### src/rtl/elbeth_memory_arbiter.sv
// ELBETH memory arbiter: shares one memory port between instruction fetch and data
// load/store with round-robin grant, word addressing, range check and access timeout.
module elbeth_memory_arbiter #(
    parameter int unsigned ADDR_WIDTH = 8,
    parameter int unsigned DATA_WIDTH = 32,
    parameter int unsigned TIMEOUT    = 15
) (
    input  logic                  i_clk,
    input  logic                  i_rst,

    input  logic                  i_imem_req,
    input  logic [31:0]           i_imem_addr,
    output logic [DATA_WIDTH-1:0] o_imem_data,
    output logic                  o_imem_ready,
    output logic                  o_imem_error,

    input  logic                  i_dmem_req,
    input  logic [31:0]           i_dmem_addr,
    input  logic [DATA_WIDTH-1:0] i_dmem_wdata,
    input  logic [3:0]            i_dmem_rw,
    output logic [DATA_WIDTH-1:0] o_dmem_rdata,
    output logic                  o_dmem_ready,
    output logic                  o_dmem_error,

    output logic                  o_mem_en,
    output logic [ADDR_WIDTH-1:0] o_mem_addr,
    output logic [DATA_WIDTH-1:0] o_mem_wdata,
    output logic [3:0]            o_mem_rw,
    input  logic [DATA_WIDTH-1:0] i_mem_rdata,
    input  logic                  i_mem_ready,
    input  logic                  i_mem_error
);

    localparam logic [1:0] ST_IDLE    = 2'd0;
    localparam logic [1:0] ST_GRANT_I = 2'd1;
    localparam logic [1:0] ST_GRANT_D = 2'd2;

    localparam int unsigned    CNT_W    = (TIMEOUT > 1) ? $clog2(TIMEOUT) : 1;
    localparam logic [CNT_W-1:0] CNT_LAST = CNT_W'(TIMEOUT - 1);

    logic [1:0]            r_state;
    logic                  r_last_d;
    logic [CNT_W-1:0]      r_cnt;
    logic                  r_mem_en;
    logic [ADDR_WIDTH-1:0] r_mem_addr;
    logic [DATA_WIDTH-1:0] r_mem_wdata;
    logic [3:0]            r_mem_rw;
    logic [DATA_WIDTH-1:0] r_imem_data;
    logic                  r_imem_ready;
    logic                  r_imem_error;
    logic [DATA_WIDTH-1:0] r_dmem_rdata;
    logic                  r_dmem_ready;
    logic                  r_dmem_error;

    logic        w_i_req;
    logic        w_d_req;
    logic        w_grant_i;
    logic        w_grant_d;
    logic [31:0] w_req_addr;
    logic        w_out_of_range;
    logic        w_is_d;
    logic        w_timeout;
    logic        w_done;
    logic        w_fail;
    logic [1:0]  w_unused_addr_bits;

    // A requester is ignored while its own completion pulse is out, so that a
    // req still high in its ready cycle is not taken as a fresh request.
    assign w_i_req   = i_imem_req & ~r_imem_ready & ~r_imem_error;
    assign w_d_req   = i_dmem_req & ~r_dmem_ready & ~r_dmem_error;
    assign w_grant_d = w_d_req & (~w_i_req | ~r_last_d);
    assign w_grant_i = w_i_req & ~w_grant_d;

    assign w_req_addr         = w_grant_d ? i_dmem_addr : i_imem_addr;
    assign w_out_of_range     = |w_req_addr[31:ADDR_WIDTH+2];
    assign w_unused_addr_bits = w_req_addr[1:0];

    assign w_is_d    = (r_state == ST_GRANT_D);
    assign w_timeout = (r_cnt == CNT_LAST);
    assign w_done    = i_mem_error | i_mem_ready | w_timeout;
    assign w_fail    = i_mem_error | ~i_mem_ready;

    always_ff @(posedge i_clk) begin
        if (i_rst) begin
            r_state      <= ST_IDLE;
            r_last_d     <= 1'b1;
            r_cnt        <= '0;
            r_mem_en     <= 1'b0;
            r_mem_addr   <= '0;
            r_mem_wdata  <= '0;
            r_mem_rw     <= 4'b0000;
            r_imem_data  <= '0;
            r_imem_ready <= 1'b0;
            r_imem_error <= 1'b0;
            r_dmem_rdata <= '0;
            r_dmem_ready <= 1'b0;
            r_dmem_error <= 1'b0;
        end else begin
            r_imem_ready <= 1'b0;
            r_imem_error <= 1'b0;
            r_dmem_ready <= 1'b0;
            r_dmem_error <= 1'b0;

            case (r_state)
                ST_IDLE: begin
                    r_cnt <= '0;
                    if (w_grant_i || w_grant_d) begin
                        r_last_d <= w_grant_d;
                        if (w_out_of_range) begin
                            r_imem_error <= w_grant_i;
                            r_dmem_error <= w_grant_d;
                        end else begin
                            r_state     <= w_grant_d ? ST_GRANT_D : ST_GRANT_I;
                            r_mem_en    <= 1'b1;
                            r_mem_addr  <= w_req_addr[ADDR_WIDTH+1:2];
                            r_mem_wdata <= w_grant_d ? i_dmem_wdata : '0;
                            r_mem_rw    <= w_grant_d ? i_dmem_rw : 4'b0000;
                        end
                    end
                end

                ST_GRANT_I, ST_GRANT_D: begin
                    if (w_done) begin
                        r_state  <= ST_IDLE;
                        r_mem_en <= 1'b0;
                        r_cnt    <= '0;
                        // mem_error outranks mem_ready; a timeout leaves data untouched.
                        if (w_is_d) begin
                            r_dmem_ready <= ~w_fail;
                            r_dmem_error <= w_fail;
                            if (i_mem_error) begin
                                r_dmem_rdata <= '0;
                            end else if (i_mem_ready) begin
                                r_dmem_rdata <= i_mem_rdata;
                            end
                        end else begin
                            r_imem_ready <= ~w_fail;
                            r_imem_error <= w_fail;
                            if (i_mem_error) begin
                                r_imem_data <= '0;
                            end else if (i_mem_ready) begin
                                r_imem_data <= i_mem_rdata;
                            end
                        end
                    end else begin
                        r_cnt <= r_cnt + CNT_W'(1);
                    end
                end

                default: begin
                    r_state  <= ST_IDLE;
                    r_mem_en <= 1'b0;
                end
            endcase
        end
    end

    assign o_imem_data  = r_imem_data;
    assign o_imem_ready = r_imem_ready;
    assign o_imem_error = r_imem_error;
    assign o_dmem_rdata = r_dmem_rdata;
    assign o_dmem_ready = r_dmem_ready;
    assign o_dmem_error = r_dmem_error;
    assign o_mem_en     = r_mem_en;
    assign o_mem_addr   = r_mem_addr;
    assign o_mem_wdata  = r_mem_wdata;
    assign o_mem_rw     = r_mem_rw;

endmodule
### config.mk
export PLATFORM = sky130hd
export DESIGN_NAME = elbeth_memory_arbiter
export DESIGN_NICKNAME = d
export VERILOG_FILES = /design/src/rtl/elbeth_memory_arbiter.sv
export SDC_FILE = /design/constraint.sdc
export NUM_CORES = 1
export LEC_CHECK = 0
export BUFFER_PORTS_ARGS = -buffer_cell sky130_fd_sc_hd__buf_2
export CORE_ASPECT_RATIO = 0.8
export CORE_UTILIZATION = 49
export CTS_CLUSTER_SIZE = 14
export DETAILED_ROUTE_END_ITERATION = 10
export PLACE_DENSITY = 0.92
export SLEW_MARGIN = 20
export SYNTH_ARGS = -nofsm -noshare
export SYNTH_HDL_FRONTEND = slang
export SYNTH_SLANG_ARGS = --single-unit
### constraint.sdc
create_clock -name i_clk -period 4.1 [get_ports i_clk]
set_input_delay 0.41 -clock i_clk [delete_from_list [all_inputs] [get_ports i_clk]]
set_output_delay 0.41 -clock i_clk [all_outputs]
set_load 0.1 [all_outputs]
==> impl_metrics.py, run 1 <==
metrics = {
    "logic_synthesis": {
        "number_of_library_cell_types_mapped_by_synthesis": 38,
        "synth-async-reset-ratio_pct": 0,
        "ys.flop_type": "sky130_fd_sc_hd__dfxtp_1",
        "synth_top_area_share_pct": 49.99,
        "netlist.top_cell.by_area": "sky130_fd_sc_hd__dfxtp_1",
        "synthesis.instances": 539,
        "syn-cell-area_mm2": 0.004806,
        "synth_top_cells_by_area": "sky130_fd_sc_hd__dfxtp_1, sky130_fd_sc_hd__nand2_1, sky130_fd_sc_hd__a21oi_1, sky130_fd_sc_hd__a32o_2, sky130_fd_sc_hd__nor2b_1",
        "total_of_flip_flops_plus_latches_after_synthesis": 120,
        "synth_fp_nets": 682,
        "synth_area_per_cell_um2": 8.916,
        "synth-warning-count": 0,
        "synth_edf_count": 0,
        "yosysSeqAreaShare_pct": 49.99,
    },
    "clock_tree": {
        "postCtsHoldBufs": 0,
        "ctsResizeCount": 0,
        "clock_tree.htree_level_count": 4,
        "cts_setup_buffers": 0,
        "root_buffer": "sky130_fd_sc_hd__clkbuf_16",
        "cts_tree": "built",
        "cts_buffers": 17,
        "clock_sinks": 120,
        "path_clk_slew_ns": 0.06,
        "ctsLongestPathBuffers": 2,
        "clock_insertion_delay_worst_skew_ns": 0.41,
    },
    "grt": {
        "total_routing_usage_reported_by_global_routing_pct": 27.44,
        "grt_pass1_wl_mm": 22.20,
        "grt_max_degree": 90,
        "antenna_found_initial": 0,
        "grt-ovfl-total": 0,
        "via_count_of_the_first_global_routing_pass": 4716,
    },
    "die": {
        "initial_core_util_pct": 51.84,
        "design.core.area_mm2": 0.009270,
        "dieWidth_um": 112.7,
        "pin_count": 251,
        "die_area_mm2": 0.01021,
        "placementRows": 31,
        "die_y_um": 90.58,
    },
    "critical_path": {
        "end_kind": "flip-flop",
        "regToRegStartpoint": "o_imem_ready",
        "worstSetupEndpoint": "o_mem_addr[4]",
        "cp.required_ns": 4.39,
        "worst-path-max-fanout": 39,
        "critPathLaunchType": "flip-flop",
        "regToRegSetupSlack_ns": 1.46,
        "r2r.worst_path.cells": 6,
        "worst_ep_arrival_time_ns": 2.94,
        "rr_endpoint": "o_mem_addr[4]",
        "critPathKind": "reg -> reg",
        "critPathLaunch": "o_imem_ready",
    },
    "final_layout": {
        "final_net_count": 913,
        "regArea_mm2": 0.002402,
        "final_cells": 897,
        "syn_to_final_growth_pct": 37.00,
        "layout-drive-gt1-share_pct": 41.94,
        "antenna_cells": 0,
        "final.fill_count": 702,
        "area_of_the_multi_input_gates_mm2": 0.002201,
    },
    "sta": {
        "slew_headroom_pct": 40.77,
        "finalClockSkew_ns": 0.008543,
        "setup_total_negative_slack_ns": 0,
        "timing.final.max_slew_violations": 0,
        "achievable-frequency_mhz": 378.4,
        "period_share_pct": 64.45,
        "number_of_endpoints_failing_setup_at_the_final_stage": 0,
        "max_slew.worst_pin.slew_ns": 0.8884,
        "grt_setup_unrepaired": "no",
        "hold_viol": 0,
        "final.min_clock_period_ns": 2.643,
    },
    "placed_design": {
        "gpl.final_weighted_congestion": 0.7916,
        "io_buffers": 246,
        "hpwlAfterDp_mm": 9.544,
        "post-place-cells": 866,
    },
    "flow_run": {
        "maxCapViolations": 0,
    },
    "route": {
        "detailedRoute.firstPassIterationCount": 6,
        "postRouteWirelength_mm": 13.93,
        "routedWlPerCell_um": 15.53,
        "drc_errors": 0,
        "viasPerCell": 5.404,
        "postRouteAntennaNets": 0,
        "routed-via-count": 4847,
        "drt_first_iter_violations": 247,
    },
    "status": {
        "outcome": "finished clean",
    },
    "min_path": {
        "timing.hold.worst.class": "in -> reg",
    },
    "pwr": {
        "power_density_mw_per_mm2": 400.2,
        "vdd.ir_drop.worst_v": 0.0003541,
        "static_leak_nw": 3.231,
    },
}
==> through the flow <==
stage / setup slack (ns) / area [um^2] / hold WS, ns / utilization, % / power [mW]
after floorplan: 1.676 / 4806 / 0.4593 / - / 1.266
after global placement: 1.435 / 6057 / 0.4399 / 65.34 / 1.334
after detailed placement: 1.333 / 6057 / 0.4432 / 65.34 / 1.339
after CTS: 1.471 / 6584 / 0.2039 / 71.02 / 2.646
after global routing: 1.322 / 6584 / 0.1986 / 71.02 / 2.718
final: 1.457 / 6584 / 0.2126 / 71.02 / 2.635
==> registers in the layout, indices dropped and copies added, names as in the netlist <==
register,cells
o_mem_addr,8
o_mem_en,1
o_dmem_ready,1
o_mem_wdata,32
o_mem_rw,4
r_state,2
o_dmem_error,1
r_last_d,1
o_imem_error,1
o_dmem_rdata,32
o_imem_ready,1
o_imem_data,32
r_cnt,4
==> metal layers <==
layer / wire (um) / vias up / part of all wire (%) / track usage (%)
li1: - / 2333 / - / -
met1: 5480 / 2271 / 39 / 30.01
met2: 7201 / 218 / 52 / 49.54
met3: 925 / 25 / 6.6 / 8.054
met4: 322 / 0 / 2.3 / 11.00
met5: 0 / - / 0 / 0
==> how the worst min path moves through the flow <==
stage,start,endpoint,slack [ns],cells past startpoint
6_report,i_dmem_wdata[19],o_mem_wdata[19],0.21,2
2_1_floorplan,r_cnt[3],r_cnt[3],0.46,2
4_1_cts,i_dmem_wdata[0],o_mem_wdata[0],0.20,2
5_1_grt,i_dmem_wdata[11],o_mem_wdata[11],0.20,2
3_5_place_dp,o_imem_data[12],o_imem_data[12],0.44,2
3_3_place_gp,o_imem_data[11],o_imem_data[11],0.44,2
==> placed cells by master, fill, tap and decap left out, drive strengths merged, types with 2 or more instances in the layout <==
| cell | n |
|---|---|
| a21o | 2 |
| a21oi | 69 |
| a32o | 36 |
| a41o | 3 |
| buf | 253 |
| clkbuf | 23 |
| clkinv | 6 |
| clkinvlp | 2 |
| dfxtp | 120 |
| ha | 5 |
| inv | 7 |
| mux2 | 8 |
| mux2i | 8 |
| nand2 | 133 |
| nand2b | 2 |
| nand3 | 3 |
| nand4 | 2 |
| nor2 | 20 |
| nor2b | 42 |
| nor3 | 7 |
| nor4 | 11 |
| o211ai | 3 |
| o21ai | 6 |
| or2 | 2 |
==> synthesized netlist by cell type, types with 2 or more instances <==
cell,number
sky130_fd_sc_hd__dfxtp_1,120
sky130_fd_sc_hd__nand3_1,3
sky130_fd_sc_hd__nand2_1,133
sky130_fd_sc_hd__o211ai_1,2
sky130_fd_sc_hd__nor3_1,6
sky130_fd_sc_hd__mux2_2,4
sky130_fd_sc_hd__mux2i_1,8
sky130_fd_sc_hd__nor2_1,20
sky130_fd_sc_hd__nor2b_1,42
sky130_fd_sc_hd__nor4_1,10
sky130_fd_sc_hd__ha_1,5
sky130_fd_sc_hd__nand4_1,2
sky130_fd_sc_hd__a32o_1,6
sky130_fd_sc_hd__a21oi_1,69
sky130_fd_sc_hd__or2_2,2
sky130_fd_sc_hd__inv_1,7
sky130_fd_sc_hd__nand2b_1,2
sky130_fd_sc_hd__a21o_1,2
sky130_fd_sc_hd__a32o_2,30
sky130_fd_sc_hd__clkbuf_1,34
sky130_fd_sc_hd__mux2_4,4
sky130_fd_sc_hd__a41o_1,3
sky130_fd_sc_hd__buf_2,2
sky130_fd_sc_hd__buf_6,4
sky130_fd_sc_hd__o21ai_0,6
==> report_power, final <==
group,internal [mW],switching [mW]
sequential,1.17,0.00162
combinational,0.0681,0.0782
clock,0.811,0.507
==> critical path, cell delays in order (launching register included) <==
cell	delay, ns
sky130_fd_sc_hd__dfxtp_1	0.33
sky130_fd_sc_hd__nor3b_1	0.35
sky130_fd_sc_hd__a21o_1	0.57
sky130_fd_sc_hd__nor3_2	0.17
sky130_fd_sc_hd__o211ai_4	0.31
sky130_fd_sc_hd__buf_4	0.45
sky130_fd_sc_hd__mux2_4	0.34
==> cell type report <==
type	instances	area share (%)
Inverter	7	0.3991
Sequential cell	120	36.49
Clock buffer	23	7.260
Timing Repair Buffer	253	19.50
Tap cell	115	2.185
Multi-Input combinational cell	371	33.43
Clock inverter	8	0.7412
==> cell families after synthesis <==
logic type / share of synthesized area, %
AO/OA/AOI/OAI: 18.33
adder cells (fa/ha/maj): 1.302
buffers and inverters: 4.504
flip-flops: 49.99
multiplexers: 3.853
AND/OR/NAND/NOR: 22.03
No activity file was read; power rests on OpenSTA's default activity.
==> run 2, diff against run 1 <==
Settings changed: CORE_UTILIZATION 49 to 45, PLACE_DENSITY 0.92 to 0.86.
Clock period 4.1 ns to 2.5 ns, I/O delays scaled along.
==> run 2 against run 1 <==
Compared with the run above: clock-buffer cell count fell by 6; sequential power rose by 64%; cell area rose by 2.7%; die area rose by 8.7%; combinational power rose by 67%; total power rose by 79%; critical path depth did not move; non-clock buffer count rose by 5; worst hold slack got worse by 0.16 ns; critical path type unchanged; worst setup slack got worse by 1.2 ns; via count fell by 2.4%; critical endpoint is now o_mem_addr[1]; routed wire length fell by 4.4%.
==> impl_metrics.py, run 2 (synthesis results as in run 1) <==
metrics = {
    "min_path": {
        "whs_path_depth": 2,
        "min_delay_worst_endpoint": "o_mem_rw[3]",
        "timing.hold.worst.class": "in -> reg",
        "min_from": "i_dmem_rw[3]",
    },
    "critical_path": {
        "r2r.worst_path.cells": 6,
        "critical-path-max-stage-delay_ns": 0.43,
        "crit_buf_inv": 1,
        "timing.critical_path.slowest_stage_cell": "sky130_fd_sc_hd__buf_4",
        "critPathTopFamily": "simple AND/OR/NAND/NOR gates",
        "crit_chain": "or3b_4 > a21oi_1 > nor3_1 > o211ai_4 > buf_4 > mux2_2",
        "regToRegSetupSlack_ns": 0.27,
        "end_kind": "flip-flop",
        "critPathLaunchType": "flip-flop",
        "rr_endpoint": "o_mem_addr[1]",
        "worst-path-max-fanout": 44,
        "worst_ep_arrival_time_ns": 2.51,
        "cp.required_ns": 2.78,
        "critPathKind": "reg -> reg",
        "regToRegStartpoint": "o_dmem_ready",
    },
    "sta": {
        "period_share_pct": 89.09,
        "finalClockSkew_ns": 0.01179,
        "number_of_endpoints_failing_setup_at_the_final_stage": 0,
        "fin_worst_hold_slack_ns": 0.05602,
        "grt_setup_unrepaired": "no",
        "achievable-frequency_mhz": 449.0,
        "timing.final.ws_setup_ns": 0.2727,
        "setup_total_negative_slack_ns": 0,
        "timing.final.max_slew_violations": 0,
        "final.min_clock_period_ns": 2.227,
        "slew_headroom_pct": 58.93,
        "hold_viol": 0,
        "max_slew.worst_pin.slew_ns": 0.6096,
    },
    "die": {
        "die_area_mm2": 0.01110,
        "initial_core_util_pct": 46.56,
        "pin_count": 251,
        "placementRows": 33,
        "dieWidth_um": 117.5,
        "die_y_um": 94.43,
        "design.core.area_mm2": 0.01032,
    },
    "clock_tree": {
        "clock_sinks": 120,
        "cts_tree": "built",
        "cts_buffers": 17,
        "clock_insertion_delay_worst_skew_ns": 0.40,
        "ctsLongestPathBuffers": 2,
        "path_clk_slew_ns": 0.06,
        "root_buffer": "sky130_fd_sc_hd__clkbuf_16",
        "clock_tree.htree_level_count": 4,
        "ctsResizeCount": 0,
        "cts_setup_buffers": 0,
        "postCtsHoldBufs": 0,
    },
    "final_layout": {
        "final.fill_count": 907,
        "syn_to_final_growth_pct": 40.74,
        "antenna_cells": 0,
        "final_net_count": 918,
        "final_common_cell": "sky130_fd_sc_hd__buf_2",
        "final_cell_mix": "sky130_fd_sc_hd__buf_2, sky130_fd_sc_hd__nand2_1, sky130_fd_sc_hd__dfxtp_1",
        "layout-drive-gt1-share_pct": 42.77,
        "finalInstanceArea_mm2": 0.006764,
        "utilization_pct": 65.53,
    },
    "route": {
        "viasPerCell": 5.099,
        "routed-via-count": 4732,
        "routedWlPerCell_um": 14.34,
        "detailedRoute.firstPassIterationCount": 4,
        "postRouteAntennaNets": 0,
        "drt_first_iter_violations": 256,
        "drc_errors": 0,
        "postRouteWirelength_mm": 13.31,
    },
    "placed_design": {
        "preCtsSetupSlack_ns": 0.2736,
        "io_buffers": 246,
        "hpwlAfterDp_mm": 9.198,
        "placed_cell_area_mm2": 0.006138,
        "gpl.final_weighted_congestion": 0.8045,
    },
    "grt": {
        "total_routing_usage_reported_by_global_routing_pct": 23.65,
        "grt_pass1_wl_mm": 20.90,
        "grt-ovfl-total": 0,
        "via_count_of_the_first_global_routing_pass": 4406,
        "antenna_found_initial": 0,
        "grt_max_degree": 45,
    },
    "pwr": {
        "static_leak_nw": 3.293,
        "power_density_mw_per_mm2": 697.8,
        "vdd.ir_drop.worst_v": 0.0004738,
    },
    "flow_run": {
        "maxCapViolations": 0,
    },
    "status": {
        "outcome": "finished clean",
    },
}
-- run 2: cell type report --
class | count | area [um^2] | share of cell area, %
sequential | 120 | 2402 | 35.52
clock buffer | 17 | 425.4 | 6.289
timing repair buffer | 258 | 1334 | 19.72
multi-input combinational | 371 | 2201 | 32.54
clock inverter | 15 | 200.2 | 2.960
tap | 140 | 175.2 | 2.590
inverter | 7 | 26.28 | 0.3885
-- run 2: worst max path at each step --
stage	endpoint	cells after the start	start	slack [ns]
2_1_floorplan	o_mem_addr[3]	6	o_imem_ready	0.08
3_3_place_gp	o_mem_addr[2]	7	i_dmem_req	0.25
3_5_place_dp	o_mem_addr[1]	7	i_dmem_req	0.27
4_1_cts	o_mem_addr[1]	6	o_dmem_ready	0.27
5_1_grt	o_mem_addr[1]	6	o_dmem_ready	0.11
6_report	o_mem_addr[1]	6	o_dmem_ready	0.27
-- run 2: worst reg2reg max path, delay by kind of cell (launching register included) --
family | cells | cell delay (ns)
simple gates | 2 | 0.55
buf+inv | 1 | 0.43
compound gates | 2 | 0.41
mux | 1 | 0.41
flops | 1 | 0.30
-- run 2: routing by layer --
metal  GRT usage, %  part of all wire (%)  vias up
li1               -                     -     2345
met1          27.38                    42     2229
met2          42.16                    51      144
met3          6.522                   5.6       14
met4          8.868                  0.98        0
met5              0                     0        -
-- run 2: metrics by stage --
step           cells  power [mW]
2_1_floorplan    539       2.076
3_3_place_gp     896       2.200
3_5_place_dp     896       2.203
4_1_cts          928       4.759
5_1_grt          928       4.885
6_report         928       4.720
-- run 2: power breakdown --
part,internal (mW),switching [mW]
Combinational,0.115,0.129
Sequential,1.92,0.00261
Clock,1.67,0.887
